**src/rtl/tmds_pkg.sv**
```systemverilog
// Shared constants and helpers for the TMDS channel encoder.
package tmds_pkg;

    localparam int unsigned CNT_W = 5;

    localparam logic [9:0] CTRL_TOKEN0 = 10'h354;
    localparam logic [9:0] CTRL_TOKEN1 = 10'h0AB;
    localparam logic [9:0] CTRL_TOKEN2 = 10'h154;
    localparam logic [9:0] CTRL_TOKEN3 = 10'h2AB;

    typedef logic signed [CNT_W-1:0] disp_t;

    // Control-period character for {c1,c0}.
    function automatic logic [9:0] ctrl_token(input logic [1:0] c);
        logic [9:0] tok;
        case (c)
            2'b01:   tok = CTRL_TOKEN1;
            2'b10:   tok = CTRL_TOKEN2;
            2'b11:   tok = CTRL_TOKEN3;
            default: tok = CTRL_TOKEN0;
        endcase
        return tok;
    endfunction

endpackage

```
**src/rtl/tmds_popcount8.sv**
```systemverilog
// Combinational ones count of an 8-bit word.
module tmds_popcount8 (
    input  logic [7:0] data,
    output logic [3:0] count
);

    always_comb begin
        count = '0;
        for (int i = 0; i < 8; i++) begin
            count = count + 4'(data[i]);
        end
    end

endmodule

```
**src/rtl/tmds_channel_encoder.sv**
```systemverilog
// Single-channel DVI TMDS 8b/10b encoder, three-stage pipeline.
// Optional disparity monitor outputs when TMDS_ENC_DISP_MON_EN is defined.
module tmds_channel_encoder #(
    parameter int unsigned CNT_W    = tmds_pkg::CNT_W,
    parameter int unsigned PIPE_LAT = 3
) (
    input  logic                    pclk,
    input  logic                    rst_n,
    input  logic                    de,
    input  logic [7:0]              din,
    input  logic                    c0,
    input  logic                    c1,
`ifdef TMDS_ENC_DISP_MON_EN
    output logic signed [CNT_W-1:0] disp,
    output logic                    disp_err,
`endif
    output logic [9:0]              dout
);

    import tmds_pkg::*;

    if (PIPE_LAT != 3) begin : g_lat_chk
        $error("tmds_channel_encoder: PIPE_LAT must be 3");
    end
    if (CNT_W < 5) begin : g_cnt_chk
        $error("tmds_channel_encoder: CNT_W must be at least 5");
    end

    localparam logic signed [CNT_W-1:0] TWO = CNT_W'(2);

    logic [7:0]              din_s0;
    logic                    de_s0;
    logic [1:0]              c_s0;
    logic [3:0]              n1d;
    logic                    xnor_sel;
    logic [8:0]              q_m;
    logic [3:0]              n1q;
    logic [8:0]              q_m_s1;
    logic [3:0]              n1q_s1;
    logic                    de_s1;
    logic [1:0]              c_s1;
    logic signed [CNT_W-1:0] cnt;
    logic signed [CNT_W-1:0] cnt_nxt;
    logic signed [CNT_W-1:0] n1s;
    logic signed [CNT_W-1:0] n0s;
    logic signed [CNT_W-1:0] diff;
    logic signed [CNT_W-1:0] q8x2;
    logic                    cnt_pos;
    logic                    cnt_neg;
    logic [9:0]              dout_nxt;

    tmds_popcount8 u_pop_din (.data(din_s0),   .count(n1d));
    tmds_popcount8 u_pop_qm  (.data(q_m[7:0]), .count(n1q));

    // Stage 0: input capture.
    always_ff @(posedge pclk) begin
        if (!rst_n) begin
            din_s0 <= '0;
            de_s0  <= 1'b0;
            c_s0   <= 2'b00;
        end else begin
            din_s0 <= din;
            de_s0  <= de;
            c_s0   <= {c1, c0};
        end
    end

    // Stage 1: transition-minimised word.
    always_comb begin
        xnor_sel = (n1d > 4'd4) || ((n1d == 4'd4) && !din_s0[0]);
        q_m      = '0;
        q_m[0]   = din_s0[0];
        for (int i = 1; i < 8; i++) begin
            q_m[i] = xnor_sel ? ~(q_m[i-1] ^ din_s0[i]) : (q_m[i-1] ^ din_s0[i]);
        end
        q_m[8] = ~xnor_sel;
    end

    always_ff @(posedge pclk) begin
        if (!rst_n) begin
            q_m_s1 <= '0;
            n1q_s1 <= '0;
            de_s1  <= 1'b0;
            c_s1   <= 2'b00;
        end else begin
            q_m_s1 <= q_m;
            n1q_s1 <= n1q;
            de_s1  <= de_s0;
            c_s1   <= c_s0;
        end
    end

    assign cnt_neg = cnt[CNT_W-1];
    assign cnt_pos = !cnt[CNT_W-1] && (cnt != '0);

    // Stage 2: DC balancing; n1q==n0q is n1q==4 since n0q = 8 - n1q.
    always_comb begin
        n1s      = CNT_W'(n1q_s1);
        n0s      = CNT_W'(4'd8 - n1q_s1);
        diff     = n1s - n0s;
        q8x2     = q_m_s1[8] ? TWO : '0;
        dout_nxt = ctrl_token(c_s1);
        cnt_nxt  = '0;
        if (de_s1) begin
            if ((cnt == '0) || (n1q_s1 == 4'd4)) begin
                dout_nxt = {~q_m_s1[8], q_m_s1[8], q_m_s1[8] ? q_m_s1[7:0] : ~q_m_s1[7:0]};
                cnt_nxt  = q_m_s1[8] ? (cnt + diff) : (cnt - diff);
            end else if ((cnt_pos && (n1q_s1 > 4'd4)) || (cnt_neg && (n1q_s1 < 4'd4))) begin
                dout_nxt = {1'b1, q_m_s1[8], ~q_m_s1[7:0]};
                cnt_nxt  = cnt + q8x2 - diff;
            end else begin
                dout_nxt = {1'b0, q_m_s1[8], q_m_s1[7:0]};
                cnt_nxt  = cnt + diff - (TWO - q8x2);
            end
        end
    end

    always_ff @(posedge pclk) begin
        if (!rst_n) begin
            dout <= CTRL_TOKEN0;
            cnt  <= '0;
        end else begin
            dout <= dout_nxt;
            cnt  <= cnt_nxt;
        end
    end

`ifdef TMDS_ENC_DISP_MON_EN
    localparam logic signed [CNT_W-1:0] DISP_MAX = CNT_W'(8);

    assign disp = cnt;

    // Sticky flag for a running disparity outside the compliant window.
    always_ff @(posedge pclk) begin
        if (!rst_n) begin
            disp_err <= 1'b0;
        end else if (de_s1 && ((cnt_nxt > DISP_MAX) || (cnt_nxt < -DISP_MAX))) begin
            disp_err <= 1'b1;
        end
    end
`endif

endmodule

```
**config.mk**
```make
export PLATFORM = sky130hd
export DESIGN_NAME = tmds_channel_encoder
export DESIGN_NICKNAME = d
export VERILOG_FILES = /design/src/rtl/tmds_pkg.sv /design/src/rtl/tmds_popcount8.sv /design/src/rtl/tmds_channel_encoder.sv
export SDC_FILE = /design/constraint.sdc
export NUM_CORES = 1
export LEC_CHECK = 0
export ABC_AREA = 1
export ABC_CLOCK_PERIOD_IN_PS = 7200
export CELL_PAD_IN_SITES_DETAIL_PLACEMENT = 0
export CELL_PAD_IN_SITES_GLOBAL_PLACEMENT = 1
export CORE_ASPECT_RATIO = 2
export CORE_MARGIN = 2
export CORE_UTILIZATION = 43
export CTS_BUF_LIST = sky130_fd_sc_hd__clkbuf_8 sky130_fd_sc_hd__clkbuf_16
export DETAILED_ROUTE_END_ITERATION = 8
export PLACE_DENSITY = 0.91
export REMOVE_ABC_BUFFERS = 1
export SYNTH_ARGS = -nofsm -noshare
export SYNTH_HDL_FRONTEND = slang
export SYNTH_SLANG_ARGS = --single-unit
```
**constraint.sdc**
```tcl
create_clock -name pclk -period 7.2 [get_ports pclk]
set_input_delay 1.08 -clock pclk [delete_from_list [all_inputs] [get_ports pclk]]
set_output_delay 1.08 -clock pclk [all_outputs]
set_load 0.005 [all_outputs]
```
* Word-level counts from Yosys, hierarchy flattened *
Cells that the tools add are included.

word-level totals
  bits in registers = 42
  output and inout bits = 10
  word-level logic and storage cells = 84

operators by class
  add/subtract/negate cells = 22
  magnitude comparators = 3
  equal/unequal tests = 5
  muxes and demuxes = 16
  bitwise operators = 17
  reduce and logical (&&, ||, !) cells = 12

operators with widths
  kind                 number
  $add 4x1->4          12
  $mux 10              3
  $pmux 10 s3          1
  $mux 5               3
  $sub 5x5->5          3
  $not 1->1            9
  $eq 4x3->1 const B   2
  $gt 4x3->1 const B   2
  $mux 8               1
  $not 8->8            1
  $mux 1               7
  $xor 1x1->1          7
  $add 5x3->5          1
  $add 5x5->5          1
  $logic_not 5->1      1
  $reduce_bool 5->1    1
  $sub 4x4->5 const A  1
  $sub 5x3->5          1
  $add 1x1->2          2
  $eq 2x2->1 const B   2
  $logic_and 1x1->1    4
  $lt 4x3->1 const B   1
  $logic_or 1x1->1     3
  $sub 2x2->3 const A  1
  other kinds (4)      5

* Logic depth before layout (Yosys ltp) *
Gate-level depths: netlist (run 1).

  depth after elaboration = 30
  depth in mapped cells = 24

* Hierarchy *
A second synthesis (run 1) with hierarchy kept.

second synthesis, totals
  cell total of the unflattened synthesis = 336
  area, all modules = 2626.3 µm²

by module, submodules not included
  module                instances  cells an instance  area an instance (µm²)  sequential area each (µm²)
  tmds_channel_encoder  1          278                2223.4                  820.8
  tmds_popcount8        2          29                 201.4                   0.0

* Worst setup path after synthesis (run 1) *
Ideal clock, no wire load.

  path type = flip-flop to flip-flop
  from = reg din_s0[0]
  to = reg n1q_s1[2]
  setup time = 0.130 ns
  data arrival time = 5.177 ns
  required time = 7.070 ns
  path slack = 1.893 ns
  cell stages (with the launch flop) = 22
  period minus slack after synthesis = 5.307 ns
  cells stage by stage = dfxtp_1 > ha_1 > inv_1 > fa_1 > fa_1 > inv_1 > fa_1 > fa_1 > nor2_1 > nand2_1 > nand2_2 > nand2_4 > nand2_1 > nand3_2 > nand2_1 > xor2_1 > fa_1 > fa_1 > fa_1 > fa_1 > xor2_1 > nor2_1

between the ends
  longest elaborated chain between the ends = 30
  elaborated cells between the ends (all ways) = 40

ends and longest elaborated chain
  item                                                  line                        source
  start, declared                                       tmds_channel_encoder.sv:31  logic [7:0] din_s0;
  start signal, assigned                                tmds_channel_encoder.sv:62  din_s0 <= din;
  branches (longest 29 deep; another with $add 4x1->4)  -
  $add 4x1->4 (*)                                       tmds_popcount8.sv:10        count = count + 4'(data[i]);
  end signal, assigned                                  tmds_channel_encoder.sv:87  n1q_s1 <= n1q;
  end, declared                                         tmds_channel_encoder.sv:39  logic [3:0] n1q_s1;

Every way passes the cells marked *.
A chain may end at the register's enable or synchronous reset.

* Final worst setup path (run 1) *
Same ends and word-level chain as after synthesis.

==> results of run 1 <==
## cell type report
type	instances	area (sq um)
multi-input cells	206	1420
fillers	551	2750
inverters	58	218
clock buffers	6	139
well taps	61	76.3
repair buffers	23	228
clock inverters	2	13.8
flip-flops and latches	41	821
## cell usage after synthesis
| cell | number |
|---|---|
| sky130_fd_sc_hd__nand2_1 | 67 |
| sky130_fd_sc_hd__inv_1 | 55 |
| sky130_fd_sc_hd__dfxtp_1 | 41 |
| sky130_fd_sc_hd__ha_1 | 24 |
| sky130_fd_sc_hd__nor2_1 | 23 |
| sky130_fd_sc_hd__a21oi_1 | 15 |
| sky130_fd_sc_hd__nand3_1 | 14 |
| sky130_fd_sc_hd__fa_1 | 12 |
| sky130_fd_sc_hd__xor2_1 | 8 |
| sky130_fd_sc_hd__nand3_2 | 7 |
| sky130_fd_sc_hd__nand2_2 | 6 |
| sky130_fd_sc_hd__clkbuf_1 | 5 |
| sky130_fd_sc_hd__o21ai_1 | 4 |
| sky130_fd_sc_hd__inv_2 | 3 |
| sky130_fd_sc_hd__a211oi_1 | 2 |
| sky130_fd_sc_hd__nor2_2 | 2 |
| sky130_fd_sc_hd__nor3_1 | 2 |
| sky130_fd_sc_hd__o211ai_1 | 2 |
| sky130_fd_sc_hd__o21ai_0 | 2 |
| sky130_fd_sc_hd__o21ai_2 | 2 |
| sky130_fd_sc_hd__o31ai_1 | 2 |
| sky130_fd_sc_hd__or2_2 | 2 |
| sky130_fd_sc_hd__xnor2_1 | 2 |
| sky130_fd_sc_hd__a22oi_1 | 1 |
| sky130_fd_sc_hd__a31oi_1 | 1 |
| sky130_fd_sc_hd__nand2_4 | 1 |
| sky130_fd_sc_hd__nand3b_1 | 1 |
| sky130_fd_sc_hd__nand3b_2 | 1 |
| sky130_fd_sc_hd__nand4_1 | 1 |
| sky130_fd_sc_hd__or2_1 | 1 |
| sky130_fd_sc_hd__xnor2_2 | 1 |
## metrics by stage
step                utilization, %  cells  cell area, sq um  hold slack [ps]  setup WS [ps]
finish                        51.5    397              2910              410           1620
global route                  51.5    397              2910              430           1260
CTS                           51.5    397              2910              409           1580
detailed placement            48.8    389              2760              395           1610
global placement              48.8    389              2760              393           1750
floorplan                        -    305              2460              390           1900
## sequential cells by signal (all words and copies together) (netlist names)
signal  cells
dout       10
q_m_s1      9
din_s0      8
cnt         4
n1q_s1      4
c_s0        2
c_s1        2
de_s0       1
de_s1       1
## power by group
| group | internal, W | switching [W] | total (W) |
|---|---|---|---|
| clock network | 0.000138 | 0.0000873 | 0.000225 |
| logic | 0.000154 | 0.000202 | 0.000355 |
| registers | 0.000252 | 0.0000213 | 0.000274 |
| total | 0.000544 | 0.000310 | 0.000854 |
## logic make-up (layout without fill, tap and decap cells)
kind of cell,count (synthesis),in the layout,share of synthesized area (%)
flip-flops,41,41,33.1
buffers and inverters,63,89,9.55
adder cells (fa/ha/maj),36,36,21.8
XOR/XNOR,11,11,4.19
AND/OR/NAND/NOR,128,128,24.0
AO/OA/AOI/OAI,31,31,7.33
## cells in the final DEF (no fill, tap or decap), types with 3 or more instances in the layout
cell type and count:
sky130_fd_sc_hd__clkdlybuf4s50_1 22, sky130_fd_sc_hd__xor2_1 8, sky130_fd_sc_hd__ha_1 24, sky130_fd_sc_hd__nand2_2 6
sky130_fd_sc_hd__dfxtp_1 41, sky130_fd_sc_hd__inv_1 55, sky130_fd_sc_hd__nand3_1 14, sky130_fd_sc_hd__o21ai_1 4
sky130_fd_sc_hd__fa_1 12, sky130_fd_sc_hd__nor2_1 23, sky130_fd_sc_hd__nand3_2 7, sky130_fd_sc_hd__clkbuf_16 5
sky130_fd_sc_hd__nand2_1 67, sky130_fd_sc_hd__a21oi_1 15, sky130_fd_sc_hd__inv_2 3
## worst paths after layout
kind	startpoint	to	slack, ps
max	din_s0[0]$_SDFF_PN0_	n1q_s1[2]$_SDFF_PN0_	1620
min	c_s0[1]$_SDFF_PN0_	c_s1[1]$_SDFF_PN0_	410
max reg2reg	din_s0[0]$_SDFF_PN0_	n1q_s1[2]$_SDFF_PN0_	1620
min reg2reg	c_s0[1]$_SDFF_PN0_	c_s1[1]$_SDFF_PN0_	410
## routing by layer
layer / track usage [%] / part of all wire [%] / vias to the layer above
li1: - / - / 1007
met1: 14.2 / 33 / 913
met2: 31.7 / 61 / 41
met3: 2.80 / 2.6 / 16
met4: 8.99 / 3.5 / 0
met5: 0 / 0 / -
## worst max-delay path, cell delays in order, from the launching register on
cell,delay (ps)
sky130_fd_sc_hd__dfxtp_1,350
sky130_fd_sc_hd__ha_1,350
sky130_fd_sc_hd__inv_1,60
sky130_fd_sc_hd__fa_1,450
sky130_fd_sc_hd__fa_1,490
sky130_fd_sc_hd__inv_1,50
sky130_fd_sc_hd__fa_1,390
sky130_fd_sc_hd__fa_1,440
sky130_fd_sc_hd__nor2_1,110
sky130_fd_sc_hd__nand2_1,60
sky130_fd_sc_hd__nand2_2,110
sky130_fd_sc_hd__nand2_4,90
sky130_fd_sc_hd__nand2_1,130
sky130_fd_sc_hd__nand3_2,110
sky130_fd_sc_hd__nand2_1,120
sky130_fd_sc_hd__xor2_1,240
sky130_fd_sc_hd__fa_1,470
sky130_fd_sc_hd__fa_1,460
sky130_fd_sc_hd__fa_1,420
sky130_fd_sc_hd__fa_1,390
sky130_fd_sc_hd__xor2_1,130
sky130_fd_sc_hd__nor2_1,50
==> implementation parameters, run 1 <==
Parameter                              Value

Global routing
  Global-route wire length before repair    7.98 mm
  Global routing usage summed across all routing layers    16.1%
  Initial antenna violation count    0
  Vias in the first global route    1,861
  Remaining Overflow, GRT    0
  Maximum number of pins on one net before global-route repair    26

Floorplanning
  Site row count    39
  Die Footprint    6420 sq um
  Placeable core area    5660 sq um
  Floorplan die height    111 um
  Starting utilization of the core area    43.7%
  Die X-Extent    57.7 um
  I/O pin count    23

Critical path
  Critical Setup Path Class    reg -> reg
  Top fanout value on the critical path    7
  Critical Path End Type    flip-flop
  Cell depth of the worst flop-to-flop path    21
  Critical Path AT    5740 ps
  Type of origin of the critical path    flip-flop
  Critical path data required time    7360 ps

Clock network
  Max Root-Sink Buffers    2
  Buffers inserted by post-CTS timing repair    0
  Clock tree from TritonCTS    done
  Total clock sinks    41
  Root Driver    sky130_fd_sc_hd__clkbuf_16
  Number of clock buffers inserted by TritonCTS    5
  Post-CTS Hold Buffers    0
  CTS clock-pin slew for the worst setup and hold paths    60 ps
  Worst-Skew Late Latency    280 ps
  H-Tree Depth    2
  Count of cells resized by post-cts repair    0

Pwr
  Total design power    0.000854 W
  Power Dens Cells    293 nW/um^2
  Worst IR Drop VDD    0.000212 V
  Leakage power    1.49 nW

Timing
  Unrepaired setup endpoints after global routing    false
  Total negative slack    0 ps
  Max-slew violation count    0
  Final count of negative-setup-slack endpoints    0
  Slew of the pin with the lowest slew margin    548 ps
  Fin. Hold Viols    0
  Maximum clock frequency    0.179 GHz
  Clk_skew    2.87 ps
  Relative slew margins    63.2%
  Final critical path time including I/O delays and setup    5580 ps
  Post-route clock period utilization    77.5%

Placed design
  DP HPWL    3.77 mm
  GPL Wtd Cong    0.857
  Number of port buffers    22

Drt
  WL per Instance    11.7 um
  Overall routed net length    4.65 mm
  Detailed-route via count    1,977
  DRC marker count from the first detailed-route iteration    47
  Post-route antenna net violation count    0
  Drt first pass iters    4
  Remaining DRCs    0
  Routed via count divided by cell count    4.98

Finish
  Share of final-layout standard cells stronger than drive strength 1    10.1%
  Ant diodes    0
  Relative area change from synthesis to final layout    17.7%
  Number of nets in the finished design    384

Logic synthesis
  Number of warnings printed during yosys synthesis    0
  Dominant cell type by area after synthesis    sky130_fd_sc_hd__dfxtp_1
  Mapped Avg Cell Area    7.99 sq um
  Area fraction of the dominant cell type after synthesis    33.1%
  Sequential element share of the synthesized area    33.1%
  Cell count after synthesis    310
  Post-Synthesis Cell Area    2480 sq um
  Flops & latches, synth    41
  Synth unique cells    31
  Leading post-synthesis cells by cell area    sky130_fd_sc_hd__dfxtp_1 (33%), sky130_fd_sc_hd__ha_1 (12%), sky130_fd_sc_hd__nand2_1 (10%), sky130_fd_sc_hd__fa_1 (9.7%), sky130_fd_sc_hd__inv_1 (8.3%)

Min path
  Class of the worst hold path    reg -> reg
  Instance count along the most critical hold path    2

Run status
  Status    completed

Flow run
  Reported max-cap violation count    0
No activity file was read; power rests on OpenSTA's default activity.
==> run 2, diff against run 1 <==
Settings changed: ABC_CLOCK_PERIOD_IN_PS 7200 to 5600.
Clock period 7.2 ns to 5.6 ns, I/O delays scaled along.
==> implementation parameters, run 2 (same netlist as run 1, synthesis figures left out) <==
Parameter                              Value

Floorplanning
  Die X-Extent    57.7 um (unchanged)
  Die Footprint    6420 sq um (unchanged)
  Starting utilization of the core area    43.7% (unchanged)
  I/O pin count    23 (unchanged)
  Floorplan die height    111 um (unchanged)
  Placeable core area    5660 sq um (unchanged)
  Site row count    39 (unchanged)

Global routing
  Met2 track demand over resource in global routing    30.5% (-1.1 points)
  Met1 layer usage reported by global route    13.8% (-0.35 points)
  Initial antenna violation count    0 (unchanged)
  Layer carrying the most global-route usage    met2
  Remaining Overflow, GRT    0 (unchanged)
  Global-route wire length before repair    7.77 mm (-2.7%)
  Vias in the first global route    1,864 (+0.16%)
  Maximum number of pins on one net before global-route repair    26 (unchanged)
  Global routing usage summed across all routing layers    15.6% (-0.46 points)
  Global Route met3 Usage    2.57% (-0.23 points)

Finish
  Leading cell types in the layout, fill and taps excluded    sky130_fd_sc_hd__nand2_1 (65), sky130_fd_sc_hd__inv_1 (55), sky130_fd_sc_hd__dfxtp_1 (40)
  Share of final-layout standard cells stronger than drive strength 1    13.5% (+3.4 points)
  Design Area, Final    2980 sq um (+2.4%)
  Post-Layout Cell Count    401 (+1.0%)
  Total area of multi-input combinational cells    1460 sq um (+2.6%)
  Ant diodes    0 (unchanged)
  Number of nets in the finished design    388 (+1.0%)
  Commonest non-fill, non-tap cell in the layout    sky130_fd_sc_hd__nand2_1
  Top register by number of flip-flops    dout
  Max FFs per register    10 (unchanged)
  Fillers    531 (-3.6%)
  Relative area change from synthesis to final layout    20.5%
  Register area    822 sq um (+0.15%)
  Largest registers in the final layout    dout x10, q_m_s1 x9, din_s0 x8

Pwr
  Power Dens Cells    377 nW/um^2 (+29%)
  Cell-internal power    0.000715 W (+31%)
  Switching power share of the total    36.5% (+0.12 points)
  Relative contribution of combinational cells to total power    42.9% (+1.3 points)
  Clock share of power    25.8% (-0.5 points)
  Share of total power in sequential cells    31.3% (-0.7 points)
  Worst IR Drop VDD    0.000255 V (+20%)
  Net load switching power    0.000410 W (+32%)
  Leakage power    1.51 nW (+1.3%)

Timing
  Slew of the pin with the lowest slew margin    570 ps (+22.3 ps)
  Max-slew violation count    0 (unchanged)
  Final critical path time including I/O delays and setup    5370 ps (-209 ps)
  Fin. Hold Viols    0 (unchanged)
  Post-route clock period utilization    95.9% (+18 points)
  Relative slew margins    61.7% (-1.5 points)
  Maximum clock frequency    0.186 GHz (+3.9%)
  Final count of negative-setup-slack endpoints    0 (unchanged)
  Clk_skew    3.79 ps (+0.921 ps)

Clock network
  Clock tree from TritonCTS    done
  Number of clock buffers inserted by TritonCTS    5 (unchanged)
  CTS clock-pin slew for the worst setup and hold paths    60 ps (about the same)
  Root Driver    sky130_fd_sc_hd__clkbuf_16
  Total clock sinks    41 (unchanged)
  Worst-Skew Late Latency    280 ps (about the same)
  Post-CTS Hold Buffers    0 (unchanged)
  H-Tree Depth    2 (unchanged)
  Max Root-Sink Buffers    2 (unchanged)

Drt
  Post-route antenna net violation count    0 (unchanged)
  DRC marker count from the first detailed-route iteration    65 (+38%)
  WL per Instance    11.9 um (+1.4%)
  Detailed-route via count    1,956 (-1.1%)
  Remaining DRCs    0 (unchanged)
  Overall routed net length    4.76 mm (+2.4%)
  Drt first pass iters    5 (+1)
  Routed via count divided by cell count    4.88 (-2.0%)

Critical path
  RR Startpoint    din_s0[0]$_SDFF_PN0_
  Top fanout value on the critical path    6 (-1)
  Type of origin of the critical path    flip-flop
  Critical Setup Path Class    reg -> reg
  Critical Path End Type    flip-flop
  Critical Path Most Common Cell    sky130_fd_sc_hd__fa_1
  Launching instance or port of the critical path    din_s0[0]$_SDFF_PN0_
  Stage delay of the slowest cell on the critical path    500 ps (about the same)
  Cell type of the slowest stage on the worst timing path    sky130_fd_sc_hd__fa_1
  Critical path data required time    5760 ps (-1600 ps)
  Top cell family by delay on the critical path    adder cells
  Total buffers and inverters traversed by the critical path    2 (unchanged)
  Cells along the critical path    ha_4, inv_1, fa_1, fa_1, inv_1, fa_2, fa_1, nor2_1, nand2_1, nand2_2, nand2_4, nand2_1, nand3_2, nand2_2, xor2_2, fa_1, fa_1, fa_2, fa_1, xor2_1, nor2_1
  Critical Path AT    5530 ps (-210 ps)

Placed design
  Placement Cell Area    2760 sq um (unchanged)
  Placed cell count    389 (unchanged)
  GPL Wtd Cong    0.856 (about the same)
  Number of port buffers    22 (unchanged)
  DP HPWL    3.70 mm (-1.6%)

Run status
  Status    completed

Min path
  Class of the worst hold path    reg -> reg
  Source of the worst hold timing path    c_s0[1]$_SDFF_PN0_

Flow run
  Reported max-cap violation count    0 (unchanged)
==> run 2: changes by cell type in the layout (fill, tap and decap cells not counted), sizes merged <==
| cell | previous run | this run |
|---|---|---|
| buf | 1 | 5 |
==> run 2: power by group through the flow <==
stage	Clock, W	Sequential (W)	Combinational [W]
after CTS	0.000293	0.000352	0.000463
after floorplan	0	0.000352	0.000360
after detailed placement	0	0.000358	0.000460
after global placement	0	0.000358	0.000445
final	0.000290	0.000352	0.000483
after global routing	0.000305	0.000356	0.000557
==> run 2: what timing repair did <==
item,4_1_cts,5_1_grt
hold endpoints to repair,0,0
resized for setup,0,8
setup endpoints to repair,0,2
buffers inserted,0,4
==> run 2: routing by layer <==
metal	up-vias	wire length (um)
met5	-	0
met4	0	171
met3	14	102
met2	37	2850
met1	895	1640
li1	1010	-
==> run 2: path summary, 6_finish.rpt <==
path,end,slack (ps),depth (start not counted)
worst min register to register,c_s1[1]$_SDFF_PN0_,410,2
worst max-delay path,n1q_s1[2]$_SDFF_PN0_,230,21
worst max register to register,n1q_s1[2]$_SDFF_PN0_,230,21
worst min-delay path,c_s1[1]$_SDFF_PN0_,410,2
==> run 2: area by class of cell <==
type	count	share of cell area [%]
clock buffer	6	4.66
clock inverter	2	0.461
inverter	58	7.30
multi-input combinational	206	48.8
sequential	41	27.6
tap	61	2.56
timing repair buffer	27	8.64
==> run 2: per-stage QoR <==
stage	power, W	hold slack (ps)	worst slack, ps	TNS [ps]	utilization [%]
final	0.00113	410	230	0	52.7
after global routing	0.00122	430	-52.2	-68.9	52.7
after CTS	0.00111	409	36.2	0	51.5
after detailed placement	0.000818	395	51.1	0	48.8
after global placement	0.000804	393	153	0	48.8
after floorplan	0.000712	390	297	0	-
==> run 2: worst min-delay path: stages (launching register included) <==
cell,delay (ps)
sky130_fd_sc_hd__dfxtp_1,300
sky130_fd_sc_hd__nand2_1,40
sky130_fd_sc_hd__inv_1,40
